`src/rtl/piso_sipo_pkg.sv`:
```
`default_nettype none
// ============================================================================
// Package     : piso_sipo_pkg
// Description : Shared constants for the 4-bit PISO transmitter / SIPO
//               receiver link: FSM state encodings and default word width.
// Revision    : 1.0  initial release
// ============================================================================
package piso_sipo_pkg;

  // Default word length shared by the transmitter and the receiver
  localparam int c_DEFAULT_WIDTH = 4;

  // FSM state encodings (IDLE: no partial word, SHIFT: partial word held)
  localparam logic [0:0] S_IDLE  = 1'b0;
  localparam logic [0:0] S_SHIFT = 1'b1;

endpackage : piso_sipo_pkg
`default_nettype wire

```
`src/rtl/sipo_rx_if.sv`:
```
`default_nettype none
// ============================================================================
// Interface   : sipo_rx_if
// Description : Serial input and valid/ready parallel output bundle of the
//               SIPO receiver. The slave side is the receiver; the master
//               side is the serial source plus the word consumer.
// Revision    : 1.0  initial release
// ============================================================================
interface sipo_rx_if
  import piso_sipo_pkg::*;
#(
  parameter int WIDTH = c_DEFAULT_WIDTH
) ();

  logic             sel;
  logic             inbit;
  logic             clr;
  logic [WIDTH-1:0] outdata;
  logic             out_valid;
  logic             out_ready;
  logic             busy;
  logic             overrun;

  modport slave (
    input  sel,
    input  inbit,
    input  clr,
    input  out_ready,
    output outdata,
    output out_valid,
    output busy,
    output overrun
  );

  modport master (
    output sel,
    output inbit,
    output clr,
    output out_ready,
    input  outdata,
    input  out_valid,
    input  busy,
    input  overrun
  );

endinterface : sipo_rx_if
`default_nettype wire

```
`src/rtl/sipo_out_hold.sv`:
```
`default_nettype none
// ============================================================================
// Module      : sipo_out_hold
// Description : Single-entry valid/ready holding register for completed
//               words. A load into a full, un-freed slot is dropped and
//               raises a sticky overrun flag.
// Revision    : 1.0  initial release
// ============================================================================
module sipo_out_hold
  import piso_sipo_pkg::*;
#(
  parameter int WIDTH = c_DEFAULT_WIDTH
) (
  input  wire             clk,
  input  wire             rst,
  input  wire             i_load,
  input  wire [WIDTH-1:0] i_word,
  input  wire             i_ready,
  input  wire             i_clr,
  output logic [WIDTH-1:0] o_data,
  output logic             o_valid,
  output logic             o_overrun
);

  logic [WIDTH-1:0] r_data;
  logic             r_valid;
  logic             r_overrun;
  logic             w_fire;

  // The slot counts as free when empty or when it is being emptied this edge
  assign w_fire = r_valid & i_ready;

  // Slot contents, handshake flag and sticky overrun
  always_ff @(posedge clk) begin
    if (rst) begin
      r_data    <= '0;
      r_valid   <= 1'b0;
      r_overrun <= 1'b0;
    end else begin
      if (i_load && (!r_valid || w_fire)) begin
        r_data  <= i_word;
        r_valid <= 1'b1;
      end else if (w_fire) begin
        r_valid <= 1'b0;
      end

      if (i_clr) begin
        r_overrun <= 1'b0;
      end else if (i_load && r_valid && !w_fire) begin
        r_overrun <= 1'b1;
      end
    end
  end

  assign o_data    = r_data;
  assign o_valid   = r_valid;
  assign o_overrun = r_overrun;

endmodule : sipo_out_hold
`default_nettype wire

```
`src/rtl/sipo_rx.sv`:
```
`default_nettype none
// ============================================================================
// Module      : sipo_rx
// Description : Serial-in parallel-out receiver. Shifts one bit per clock
//               while sel=1, LSB first, and hands each completed word to a
//               valid/ready holding register.
// Revision    : 1.0  initial release
// ============================================================================
module sipo_rx
  import piso_sipo_pkg::*;
#(
  parameter int WIDTH = c_DEFAULT_WIDTH
) (
  input  wire      clk,
  input  wire      rst,
  sipo_rx_if.slave bus
);

  localparam int                 CNT_W  = $clog2(WIDTH);
  localparam logic [CNT_W-1:0]   c_LAST = CNT_W'(WIDTH - 1);

  logic [0:0]       r_state;
  logic [0:0]       w_state_nxt;
  logic [CNT_W-1:0] r_bit_cnt;
  logic [WIDTH-1:0] r_shreg;
  logic [WIDTH-1:0] w_word;
  logic             w_load;
  logic             w_busy;

  // Incoming bit enters at the MSB so the first bit ends up as the LSB
  assign w_word = {bus.inbit, r_shreg[WIDTH-1:1]};

  // State register
  always_ff @(posedge clk) begin
    if (rst) begin
      r_state <= S_IDLE;
    end else begin
      r_state <= w_state_nxt;
    end
  end

  // Next-state logic: abort wins over shifting, sel=0 holds
  always_comb begin
    w_state_nxt = r_state;
    if (bus.clr) begin
      w_state_nxt = S_IDLE;
    end else if (bus.sel) begin
      case (r_state)
        S_IDLE:  w_state_nxt = S_SHIFT;
        S_SHIFT: w_state_nxt = (r_bit_cnt == c_LAST) ? S_IDLE : S_SHIFT;
        default: w_state_nxt = S_IDLE;
      endcase
    end
  end

  // Output decode: busy mirrors the state, load fires on the last bit
  always_comb begin
    w_busy = (r_state == S_SHIFT);
    w_load = bus.sel & ~bus.clr & (r_state == S_SHIFT) & (r_bit_cnt == c_LAST);
  end

  // Shift register and bit counter; counter wraps to 0 on word completion
  always_ff @(posedge clk) begin
    if (rst || bus.clr) begin
      r_shreg   <= '0;
      r_bit_cnt <= '0;
    end else if (bus.sel) begin
      r_shreg   <= w_word;
      r_bit_cnt <= (r_bit_cnt == c_LAST) ? '0 : r_bit_cnt + CNT_W'(1);
    end
  end

  sipo_out_hold #(
    .WIDTH (WIDTH)
  ) u_out_hold (
    .clk       (clk),
    .rst       (rst),
    .i_load    (w_load),
    .i_word    (w_word),
    .i_ready   (bus.out_ready),
    .i_clr     (bus.clr),
    .o_data    (bus.outdata),
    .o_valid   (bus.out_valid),
    .o_overrun (bus.overrun)
  );

  assign bus.busy = w_busy;

endmodule : sipo_rx
`default_nettype wire

```
`src/flat_wrapper.sv`:
```
// flat-port wrapper written by rule: the top's interface ports become plain ports
module sipo_rx_flat import piso_sipo_pkg::*;
#(
  parameter int WIDTH = c_DEFAULT_WIDTH
)
  (clk, rst, bus_sel, bus_inbit, bus_clr, bus_out_ready, bus_outdata, bus_out_valid, bus_busy, bus_overrun);
  sipo_rx_if #(.WIDTH(WIDTH)) bus_i ();
  input  wire clk;
  input  wire rst;
  input wire logic [$bits(bus_i.sel)-1:0] bus_sel;
  input wire logic [$bits(bus_i.inbit)-1:0] bus_inbit;
  input wire logic [$bits(bus_i.clr)-1:0] bus_clr;
  input wire logic [$bits(bus_i.out_ready)-1:0] bus_out_ready;
  output wire logic [$bits(bus_i.outdata)-1:0] bus_outdata;
  output wire logic [$bits(bus_i.out_valid)-1:0] bus_out_valid;
  output wire logic [$bits(bus_i.busy)-1:0] bus_busy;
  output wire logic [$bits(bus_i.overrun)-1:0] bus_overrun;
  assign bus_i.sel = bus_sel;
  assign bus_i.inbit = bus_inbit;
  assign bus_i.clr = bus_clr;
  assign bus_i.out_ready = bus_out_ready;
  assign bus_outdata = bus_i.outdata;
  assign bus_out_valid = bus_i.out_valid;
  assign bus_busy = bus_i.busy;
  assign bus_overrun = bus_i.overrun;
  sipo_rx #(.WIDTH(WIDTH)) u_core (.clk(clk), .rst(rst), .bus(bus_i));
endmodule
```
`config.mk`:
```
export PLATFORM = sky130hd
export DESIGN_NAME = sipo_rx_flat
export DESIGN_NICKNAME = d
export VERILOG_FILES = /design/src/rtl/piso_sipo_pkg.sv /design/src/rtl/sipo_rx_if.sv /design/src/rtl/sipo_out_hold.sv /design/src/rtl/sipo_rx.sv /design/src/flat_wrapper.sv
export SDC_FILE = /design/constraint.sdc
export NUM_CORES = 1
export LEC_CHECK = 0
export ABC_CLOCK_PERIOD_IN_PS = 1300
export CAP_MARGIN = 0
export CORE_AREA = 2 2 39 41
export CTS_CLUSTER_DIAMETER = 200
export CTS_CLUSTER_SIZE = 16
export DETAILED_ROUTE_END_ITERATION = 10
export DIE_AREA = 0 0 41 43
export DONT_BUFFER_PORTS = 1
export SLEW_MARGIN = 10
export SYNTH_ARGS = -nofsm -noshare
export SYNTH_HDL_FRONTEND = slang
export SYNTH_SLANG_ARGS = --single-unit
export TNS_END_PERCENT = 20
```
`constraint.sdc`:
```
create_clock -name clk -period 1.3 [get_ports clk]
set_input_delay 0.195 -clock clk [delete_from_list [all_inputs] [get_ports clk]]
set_output_delay 0.195 -clock clk [all_outputs]
set_load 0.02 [all_outputs]
```
# [Word level (Yosys, flattened, before mapping)]
# Cells that the tools add are included.
# Widths: inputs -> output; s select.
[totals] reg_bits=13 in_bits=6
[classes] addsub=1 eq_ne=1 mux=5 n_bitwise=6 n_reduce_logical=9
[op_table] op="$and 1x1->1" n=4
[op_table] op="$logic_and 1x1->1" n=3
[op_table] op="$mux 1" n=3
[op_table] op="$add 2x1->2 const B" n=1
[op_table] op="$eq 2x2->1 const B" n=1
[op_table] op="$logic_not 1->1" n=2
[op_table] op="$logic_or 1x1->1" n=2
[op_table] op="$mux 2" n=1
[op_table] op="$not 1->1" n=2
[op_table] op="$pmux 1 s2" n=1
[op_table] op="$reduce_bool 2->1" n=1
[op_table] op="$reduce_or 2->1" n=1

# [Longest topological paths before layout]
[logic_depth] ltp_word=6 depth_mapped=4 ltp_nobuf=4

# [Cells and area by module]
# From an unflattened synthesis, not the netlist that was laid out.
[unflattened] hier_cells=51 hier_area_um2=523.0
[modules_own_cells] module="sipo_out_hold" instances=1 cells_per_inst=26 area_each_um2=265.3 seq_area_each_um2=120.1
[modules_own_cells] module="sipo_rx" instances=1 cells_per_inst=25 area_each_um2=257.7 seq_area_each_um2=120.1

# [Worst setup path before layout]
# No wires, ideal clock.
[synth_path] kind="reg-to-reg" from="register u_core.r_bit_cnt[0]" to="register u_core.u_out_hold.r_data[0] (netlist: u_core.u_out_hold.o_data[0])" t_arrival_ns=0.925 path_slack_ns=0.256 path_stages_with_launch=5 synth_period_minus_slack_ns=1.044 cell_sequence="dfxtp_1 ha_1 nand4b_1 o21ai_0 a21oi_1"
[synth_via] elab_chain_cells=3
[synth_lines] element="from (decl)" line="sipo_rx.sv:24" text="logic [CNT_W-1:0] r_bit_cnt;"
[synth_lines] element="from (signal assigned)" line="sipo_rx.sv:69" text="r_bit_cnt <= (r_bit_cnt == c_LAST) ? '0 : r_bit_cnt + CNT_W'(1);"
[synth_lines] element="$eq 2x2->1" line="sipo_rx.sv:59" text="w_load = bus.sel & ~bus.clr & (r_state == S_SHIFT) & (r_bit_cnt == c_LAST);"
[synth_lines] element="$and 1x1->1" line="sipo_rx.sv:59"
[synth_lines] element="$logic_and 1x1->1" line="sipo_out_hold.sv:40" text="if (i_load && (!r_valid || w_fire)) begin"
[synth_lines] element="to (signal assigned)" line="sipo_out_hold.sv:41" text="r_data <= i_word;"
[synth_lines] element="to (decl)" line="sipo_out_hold.sv:25" text="logic [WIDTH-1:0] r_data;"
# No other way between the ends.
# A chain may end at the register's enable or synchronous reset.

# [Final worst setup path]
[layout_path] from="register u_core.r_bit_cnt[0]" to="register u_core.u_out_hold.r_data[2] (netlist: u_core.u_out_hold.o_data[2])"
# The elaborated chain is that of the path after synthesis.

==> reports/qor.yml <==
synth:
  synth_cell_types: 14
  postSynthCellCount: 49
  yosys.area_share.simple_pct: 20.74
  synth_edf_count: 0
  synth_seq_area_share_pct: 51.06
  synth.mux.area_fraction_pct: 10.64
  syn_nets: 56
  synthXorXnorAreaFrac_pct: 0
  async_flop_share_pct: 0
  syn_area_per_cell_um2: 9.601
  synth_top_family_by_area: "simple AND/OR/NAND/NOR gates"
  synth_compound_area_share_pct: 11.70
  netlist_top_cells_area: "dfxtp_1 (51%), mux2i_1 (11%), a21oi_1 (6.4%)"
  yosys_register_bits: 12
  syn_area_um2: 470.5
  synth_top_area_share_pct: 51.06
  synth_warnings: 0
  synth_flop_cell: "dfxtp_1"
  synth_fa_ha_area_share_pct: 2.660
  synth_top_area_cell: "dfxtp_1"
setup_path:
  crit_type: "register to register"
  start_kind: "register"
  cp_max_fo: 5
  reg2regPathDepth: 4
  end_kind: "register"
  r2r-end: "u_core.u_out_hold.o_data[2]"
  r2r_setup_slack_ns: 0.14
  startpoint: "u_core.r_bit_cnt[0]"
  cp_data_arrival_time_ns: 1.31
  critical_path_required_ns: 1.45
  r2r-start: "u_core.r_bit_cnt[0]"
  endpoint: "u_core.u_out_hold.o_data[2]"
route:
  vias: 339
  routedWlPerCell_um: 11.61
  wl_um: 801
  dr.pass1.iters: 4
  dr.first_iter.drc_count: 5
  drtAntennaViolNets: 0
  viasPerCell: 4.913
  drc: 0
die:
  rows: 14
  die_h_um: 43
  start_util_pct: 34.00
  core_area_um2: 1384
  io_pins: 13
  dieArea_um2: 1763
  chipWidth_um: 41
layout:
  drive_above_1_share_pct: 13.21
  area_growth_pct: 11.17
  fill_cells: 137
  fin_nets: 62
  diodes: 0
  final_cell_area_um2: 523.0
sta:
  hold_slack_ns: 0.07307
  slew_headroom_pct: 77.45
  finClkSkew_ns: 0.003180
  finalSetupViolations: 0
  hold_violations: 0
  final_max_slew_viol_count: 0
  finalCriticalPeriod_ns: 1.157
  rsz0062_at_grt: "yes"
  tightest_slew_ns: 0.3376
  fin_crit_sh_pct: 89.03
  setup_tns_ns: 0
  max_clock_freq_ghz: 0.8640
placement:
  dp_hpwl_um: 603.1
  placed_area_um2: 490.5
  gp_congestion: 0.7112
  portBuffers: 0
global_route:
  grt_use_total_pct: 9.697
  grt_max_degree: 10
  antenna_found_initial: 0
  grt_pass1_wl_mm: 1.131
  globalRouteOverflowTotal: 0
  grt_pass1_vias: 277
clocking:
  clockBufferDepth: 2
  cts.clk_slew.worst_paths_ns: 0.07
  cts_sinks: 12
  insertion_delay_ns: 0.26
  numCtsBuffers: 3
  cts_tree: "yes"
  root_buffer: "clkbuf_4"
  h-tree-depth: 1
flow_run:
  maxCapViolCount: 0
status:
  status: "complete, no violations"
power:
  power.leakage_uw: 0.0001959
  total_power_uw: 620.1
  ir_drop_uv: 435.5
  p_per_area_nw_per_um2: 1186
hold_path:
  holdCritPathClass: "input port to register"
flip-flops by register name, summed over array words and instances, names as in the netlist:
signal,count
u_core.r_bit_cnt,2
u_core.u_out_hold.o_data,4
u_core.u_out_hold.o_valid,1
u_core.u_out_hold.o_overrun,1
u_core.r_shreg,3
u_core.bus.busy,1
Yosys cell counts (all sizes together), types with 5 or more instances:
| library cell | count |
|---|---|
| dfxtp | 12 |
| nor2 | 8 |
| a21oi | 6 |
| mux2i | 5 |
| nand3 | 5 |
| o21ai | 5 |
cell type report:
type	instances	area, µm²	share of cell area [%]
multi-input combinational	35	215.2	41.15
timing repair buffer	3	25.02	4.785
sequential	12	240.2	45.93
tap	16	20.02	3.828
clock buffer	3	22.52	4.306
worst max-delay path, cell delays in order (launching register included):
cell and delay [ns]:
dfxtp_1 0.35, ha_1 0.21, nand4b_1 0.18, o21ai_0 0.21, a21oi_1 0.08
kinds of logic after synthesis:
kind of cell	Yosys count
adder cells (fa/ha/maj)	1
buffers and inverters	2
flip-flops	12
AO/OA/AOI/OAI	11
AND/OR/NAND/NOR	18
multiplexers	5
stage by stage:
stage / utilization, % / setup slack (ns) / cells
3_3_place_gp: 35.44 / 0.1793 / 65
2_1_floorplan: - / 0.2560 / 49
6_report: 37.79 / 0.1426 / 69
5_1_grt: 37.79 / -0.01920 / 69
3_5_place_dp: 35.44 / 0.1472 / 65
4_1_cts: 37.79 / 0.1352 / 69
cells in the final DEF, fill, tap and decap left out:
master	n
or2_2	1
nor2_1	8
and4b_4	1
nor2b_1	1
dfxtp_1	12
mux2i_1	5
or2b_1	1
o21ai_1	1
dlygate4sd3_1	1
a21oi_1	6
nand4b_1	1
nand3_1	5
o21ai_0	4
ha_1	1
buf_4	2
clkbuf_4	3
what timing repair did:
action                                  CTS  global route
endpoints found under the setup margin    0             3
resized for setup                         0             1
hold buffers                              1             0
hold endpoints to repair                  5             0
buffers inserted                          0             0
metal layers:
metal,GRT usage [%],vias to the layer above,share of wire (%)
met5,0,-,0
met2,10.94,8,43
li1,-,183,-
met4,8.000,0,1.7
met1,14.43,146,51
met3,2.618,2,4.1
report_power, final:
group / leakage (µW) / internal, µW / switching [µW]
Sequential: 0.0000971 / 372 / 3.43
Clock: 0.0000138 / 107 / 111
Combinational: 0.0000850 / 14.2 / 12.0
worst min-delay path by stage:
stage / from / to / slack [ns] / depth (start not counted)
after floorplan: rst / u_core.u_out_hold.o_data[0] / 0.26 / 1
after global placement: rst / u_core.u_out_hold.o_data[0] / 0.27 / 1
after detailed placement: rst / u_core.u_out_hold.o_data[3] / 0.27 / 1
after CTS: bus_inbit / u_core.u_out_hold.o_data[3] / 0.07 / 2
after global routing: bus_inbit / u_core.r_shreg[3] / 0.07 / 2
final: bus_inbit / u_core.u_out_hold.o_data[3] / 0.07 / 2
Note: power is estimated with default switching activity, not from simulation.
==> patch 1, RTL diff (same settings) <==
The package constant `c_DEFAULT_WIDTH` goes from 4 to 8.
--- a/src/rtl/piso_sipo_pkg.sv
+++ b/src/rtl/piso_sipo_pkg.sv
@@ -8,7 +8,7 @@
 package piso_sipo_pkg;
 
   // Default word length shared by the transmitter and the receiver
-  localparam int c_DEFAULT_WIDTH = 4;
+  localparam int c_DEFAULT_WIDTH = 8;
 
   // FSM state encodings (IDLE: no partial word, SHIFT: partial word held)
   localparam logic [0:0] S_IDLE  = 1'b0;
Ports: changed (resized bus_outdata); port bits go from 13 to 17. No check against the original RTL was run, so the function may have changed too.
==> patch 1 against the unedited design <==
Die area stayed put. Power is 64% higher. Cell area is 92% higher. Sequential cell count is 9 higher. Sequential power is 74% higher. Worst setup slack worse by 0.10 ns. Synthesized area is 88% higher. Routed wire length is 80% higher. First-iteration DRC count is 60% higher. Critical endpoint is now u_core.u_out_hold.o_data[7]. Highest routed layer unchanged.
==> patch 1: results (changes against the unedited design) <==
| Metric | Value |
|---|---|
| GR Util met1 | `0.273 (was 0.144)` |
| Final #Nets | `100 (was 62)` |
| Largest net degree at the start of global routing | `19 (was 10)` |
| First-pass GRT wire length | `2220 um (was 1130 um)` |
| Syn Nets | `92 (was 56)` |
| Critical Path AT | `1.51 ns (was 1.31 ns)` |
| Peak supply drop | `0.703 mV (was 0.435 mV)` |
| Critical-path top delay cell | `dfxtp_2 (was dfxtp_1)` |
| DP Worst Slack | `-0.0557 ns (was 0.147 ns)` |
| Critical path's largest stage delay | `0.37 ns (was 0.35 ns)` |
| R2r worst-path depth | `6 (was 4)` |
| Clk Latency, worst-skew pair | `0.31 ns (was 0.26 ns)` |
| Crit Path Max Fanout | `8 (was 5)` |
| Commonest cells post-synth | `dfxtp_1 (21), nand2b_1 (18), mux2i_1 (17) (was dfxtp_1 (12), nor2_1 (8), a21oi_1 (6))` |
| Fraction of layout cells with a size suffix above 1 | `0.209 (was 0.132)` |
| Tot GR Track Use | `0.196 (was 0.0970)` |
| Leak | `0.386 nW (was 0.196 nW)` |
| First DRT Iteration DRCs | `8 (was 5)` |
| Vias in the first global route | `492 (was 277)` |
| Placer Congestion | `0.692 (was 0.711)` |
| Post-DP HPWL | `1000 um (was 603 um)` |
| Filler instances | `107 (was 137)` |
| PortBufs | `0 (unchanged)` |
| Worst-Margin Slew | `0.251 ns (was 0.338 ns)` |
| Sequential area share after synthesis | `0.475 (was 0.511)` |
| Outcome | `finished clean (unchanged)` |
| Sw Share | `0.220 (was 0.205)` |
| GR Layer Usage met3 | `0.0366 (was 0.0262)` |
| Largest register FFs | `8 (was 4)` |
| Setup Skew | `0.00544 ns (was 0.00318 ns)` |
| Worst-path clk slew | `0.11 ns (was 0.07 ns)` |
| Yosys cell types | `17 (was 14)` |
| Post-DR vias/cell | `5.23 (was 4.91)` |
| GRT met2 Usage | `0.259 (was 0.109)` |
| Synth top area cells | `dfxtp_1 (48%), mux2i_1 (19%), nand2b_1 (13%), nor2_1 (5.1%), ha_1 (2.8%) (was dfxtp_1 (51%), mux2i_1 (11%), a21oi_1 (6.4%), nor2_1 (6.4%), nand3_1 (5.3%))` |
| Drt wl/cell | `13.5 um (was 11.6 um)` |
patch 1: worst max-delay path: cells and delay by family (launching register included):
kind | cells | cell delay, ns
flip-flops | 1 | 0.37
adder cells (fa/ha/maj) | 2 | 0.28
buffers and inverters | 1 | 0.14
AND/OR/NAND/NOR | 2 | 0.25
multiplexers | 1 | 0.17
patch 1: cell type report:
cell class              instances  area (sq um)  share of cell area
clock inverters                 1          5.00             0.00498
clock buffers                   3          22.5              0.0224
multi-input cells              58           459               0.457
flip-flops and latches         21           423               0.421
well taps                      16          20.0              0.0199
repair buffers                  8          75.1              0.0747
patch 1: worst paths after layout:
path / startpoint / to / slack, ns
worst min register to register: u_core.r_shreg[1] / u_core.u_out_hold.o_data[0] / 0.49
worst max register to register: u_core.r_bit_cnt[0] / u_core.u_out_hold.o_data[7] / 0.04
worst min-delay path: bus_inbit / u_core.u_out_hold.o_data[7] / 0.03
worst max-delay path: u_core.r_bit_cnt[0] / u_core.u_out_hold.o_data[7] / 0.04
patch 1: power by group through the flow:
stage / clock (mW) / sequential (mW) / combinational (mW)
after global routing: 0.341 / 0.654 / 0.0479
after floorplan: 0 / 0.668 / 0.0441
after global placement: 0 / 0.666 / 0.0385
final: 0.319 / 0.653 / 0.0434
after CTS: 0.328 / 0.653 / 0.0437
after detailed placement: 0 / 0.666 / 0.0396
patch 1: kinds of logic (layout without fill, tap and decap cells):
logic type | after synthesis | count (layout) | synth area share
multiplexers | 17 | 17 | 0.192
AO/OA/AOI/OAI | 4 | 4 | 0.0283
flip-flops | 21 | 21 | 0.475
buffers and inverters | 5 | 12 | 0.0396
AND/OR/NAND/NOR | 35 | 35 | 0.236
adder cells (fa/ha/maj) | 2 | 2 | 0.0283
patch 1: timing repair:
| item | in CTS | in global routing |
|---|---|---|
| endpoints found under the setup margin | 8 | 8 |
| resized for setup | 6 | 0 |
| hold endpoints to repair | 1 | 0 |
| buffers inserted | 1 | 0 |
| hold buffers | 1 | 0 |
patch 1: metal layers:
layer | wire length (um) | part of all wire
met1 | 691 | 0.48
met2 | 647 | 0.45
met3 | 59 | 0.041
met4 | 46 | 0.032
met5 | 0 | 0
patch 1: per-stage QoR:
stage                     TNS (ns)  cell area [sq um]  power, mW  hold WS [ns]  instances
after floorplan                  0                887      0.712         0.342         84
after global placement           0                930      0.705         0.269        101
after detailed placement    -0.386                930      0.706         0.275        101
after CTS                        0               1000       1.03        0.0223        107
after global routing        -0.194               1000       1.04        0.0264        107
final                            0               1000       1.02        0.0291        107
==> patch 2, RTL diff (same settings) <==
Made on the original files. Reset style: asynchronous (`rst`), changed in 2 clocked blocks.
--- a/src/rtl/sipo_out_hold.sv
+++ b/src/rtl/sipo_out_hold.sv
@@ -31,7 +31,7 @@
   assign w_fire = r_valid & i_ready;
 
   // Slot contents, handshake flag and sticky overrun
-  always_ff @(posedge clk) begin
+  always_ff @(posedge clk or posedge rst) begin
     if (rst) begin
       r_data    <= '0;
       r_valid   <= 1'b0;
--- a/src/rtl/sipo_rx.sv
+++ b/src/rtl/sipo_rx.sv
@@ -31,7 +31,7 @@
   assign w_word = {bus.inbit, r_shreg[WIDTH-1:1]};
 
   // State register
-  always_ff @(posedge clk) begin
+  always_ff @(posedge clk or posedge rst) begin
     if (rst) begin
       r_state <= S_IDLE;
     end else begin
Behaviour: differs if rst is asserted again (counterexample within 4 cycles, from zero or initial values and one cycle with rst high); with rst held inactive, the same outputs for 10 cycles.
==> patch 2 against the unedited design <==
The flow now finishes with violations (setup timing). Combinational power increased by 46%. Critical path depth stayed put. Sequential cell count unchanged. Cell area up 21%. Routed wire length increased by 11%. Worst setup slack got worse by 0.16 ns. Synthesized area up 6.9%. Power up 14%. Maximum frequency is 12% lower.
==> patch 2: results (changes against the unedited design) <==
| Metric | Value |
|---|---|
| Power share of the clock group | `0.405 (was 0.352)` |
| Placer Congestion | `0.678 (was 0.711)` |
| Synth top area cells | `dfrtp_1 (35%), dfxtp_1 (20%), mux2i_1 (10%), mux2_2 (9.0%), nor3_1 (5.0%) (was dfxtp_1 (51%), mux2i_1 (11%), a21oi_1 (6.4%), nor2_1 (6.4%), nand3_1 (5.3%))` |
| Share of synthesized registers carrying an async set or reset | `0.583 (was 0)` |
| Internal power | `0.566 mW (was 0.493 mW)` |
| PnR worst setup slack | `-0.0144 ns (was 0.143 ns)` |
| First DRT Iteration DRCs | `10 (was 5)` |
| Sequential area share after synthesis | `0.547 (was 0.511)` |
| # placed instances | `58 (was 65)` |
| Avg Synthesized Cell Area | `12.9 sq um (was 9.60 sq um)` |
| Worst-Margin Slew | `0.295 ns (was 0.338 ns)` |
| P_seq | `0.383 mW (was 0.376 mW)` |
| Commonest cells post-synth | `dfrtp_1 (7), dfxtp_1 (5), mux2i_1 (5), nor3_1 (5), mux2_2 (4) (was dfxtp_1 (12), nor2_1 (8), a21oi_1 (6))` |
| Hold_buf cts | `2 (was 1)` |
| Total Negative Setup Slacks | `-0.0478 ns (was 0 ns)` |
| Vias in the first global route | `341 (was 277)` |
| Syn Nets | `46 (was 56)` |
| Vias | `328 (was 339)` |
| Final #Nets | `56 (was 62)` |
| Critical Path AT | `1.47 ns (was 1.31 ns)` |
| Psw | `0.142 mW (was 0.127 mW)` |
| Count leader, synth | `dfrtp_1 (was dfxtp_1)` |
| Post-DP HPWL | `721 um (was 603 um)` |
| Post-Route Hold Slack | `0.0260 ns (was 0.0731 ns)` |
| Final setup viols | `4 (was 0)` |
| Setup Skew | `0.00104 ns (was 0.00318 ns)` |
| Crit Path Max Fanout | `4 (was 5)` |
| Worst R2R End | `u_core.u_out_hold.o_data[3] (was u_core.u_out_hold.o_data[2])` |
| Failing checks | `setup timing` |
| Final instance area | `632 sq um (was 523 sq um)` |
| Leak | `0.276 nW (was 0.196 nW)` |
| Post-DR vias/cell | `5.13 (was 4.91)` |
| First-pass GRT wire length | `1570 um (was 1130 um)` |
| Peak supply drop | `0.603 mV (was 0.435 mV)` |
| DP Worst Slack | `-0.00747 ns (was 0.147 ns)` |
| Min-Delay Endpoint | `u_core.u_out_hold.o_valid (was u_core.u_out_hold.o_data[3])` |
| Fraction of layout cells with a size suffix above 1 | `0.417 (was 0.132)` |
| Critical-path top delay cell | `dfxtp_2 (was dfxtp_1)` |
| Outcome | `complete, but fails checks (was finished clean)` |
| Yosys cell types | `16 (was 14)` |
-- patch 2: kinds of logic (layout without fill, tap and decap cells) --
| group | Yosys count | in the layout | share of synthesized area |
|---|---|---|---|
| buffers and inverters | 3 | 12 | 0.0398 |
| muxes | 9 | 9 | 0.189 |
| adders and majority gates | 1 | 1 | 0.0249 |
| DFF | 12 | 12 | 0.547 |
| and+or+nand+nor | 11 | 11 | 0.157 |
| AOI/OAI and AO/OA | 3 | 3 | 0.0423 |
-- patch 2: worst max path at each step --
stage | start | endpoint | slack (ns) | cells past startpoint
floorplan | u_core.u_out_hold.o_valid | u_core.u_out_hold.o_data[0] | 0.003 | 3
global placement | u_core.r_bit_cnt[1] | u_core.u_out_hold.o_data[0] | 0.02 | 4
detailed placement | u_core.r_bit_cnt[1] | u_core.u_out_hold.o_data[3] | -0.007 | 4
CTS | u_core.r_bit_cnt[1] | u_core.u_out_hold.o_data[3] | -0.03 | 4
global route | u_core.r_bit_cnt[1] | u_core.u_out_hold.o_data[3] | -0.07 | 4
finish | u_core.r_bit_cnt[1] | u_core.u_out_hold.o_data[3] | -0.01 | 4
-- patch 2: worst reg2reg max path, delay by kind of cell, from the launching register on --
family                   cells  cell delay, ns
multiplexers                 1            0.33
AND/OR/NAND/NOR              2            0.37
flip-flops                   1            0.36
adder cells (fa/ha/maj)      1            0.15
-- patch 2: metal layers --
layer  vias up  wire (um)  GRT usage
met2        12        421      0.203
li1        157          -          -
met3         4         75     0.0838
met5         -          0          0
met4         0         26      0.100
met1       155        368      0.140
-- patch 2: layout make-up --
cell class	instances	area, sq um	area share
Multi-Input combinational cell	24	235	0.372
Tap cell	16	20.0	0.0317
Sequential cell	12	279	0.442
Timing Repair Buffer	7	57.6	0.0911
Clock buffer	4	36.3	0.0574
Inverter	1	3.75	0.00594
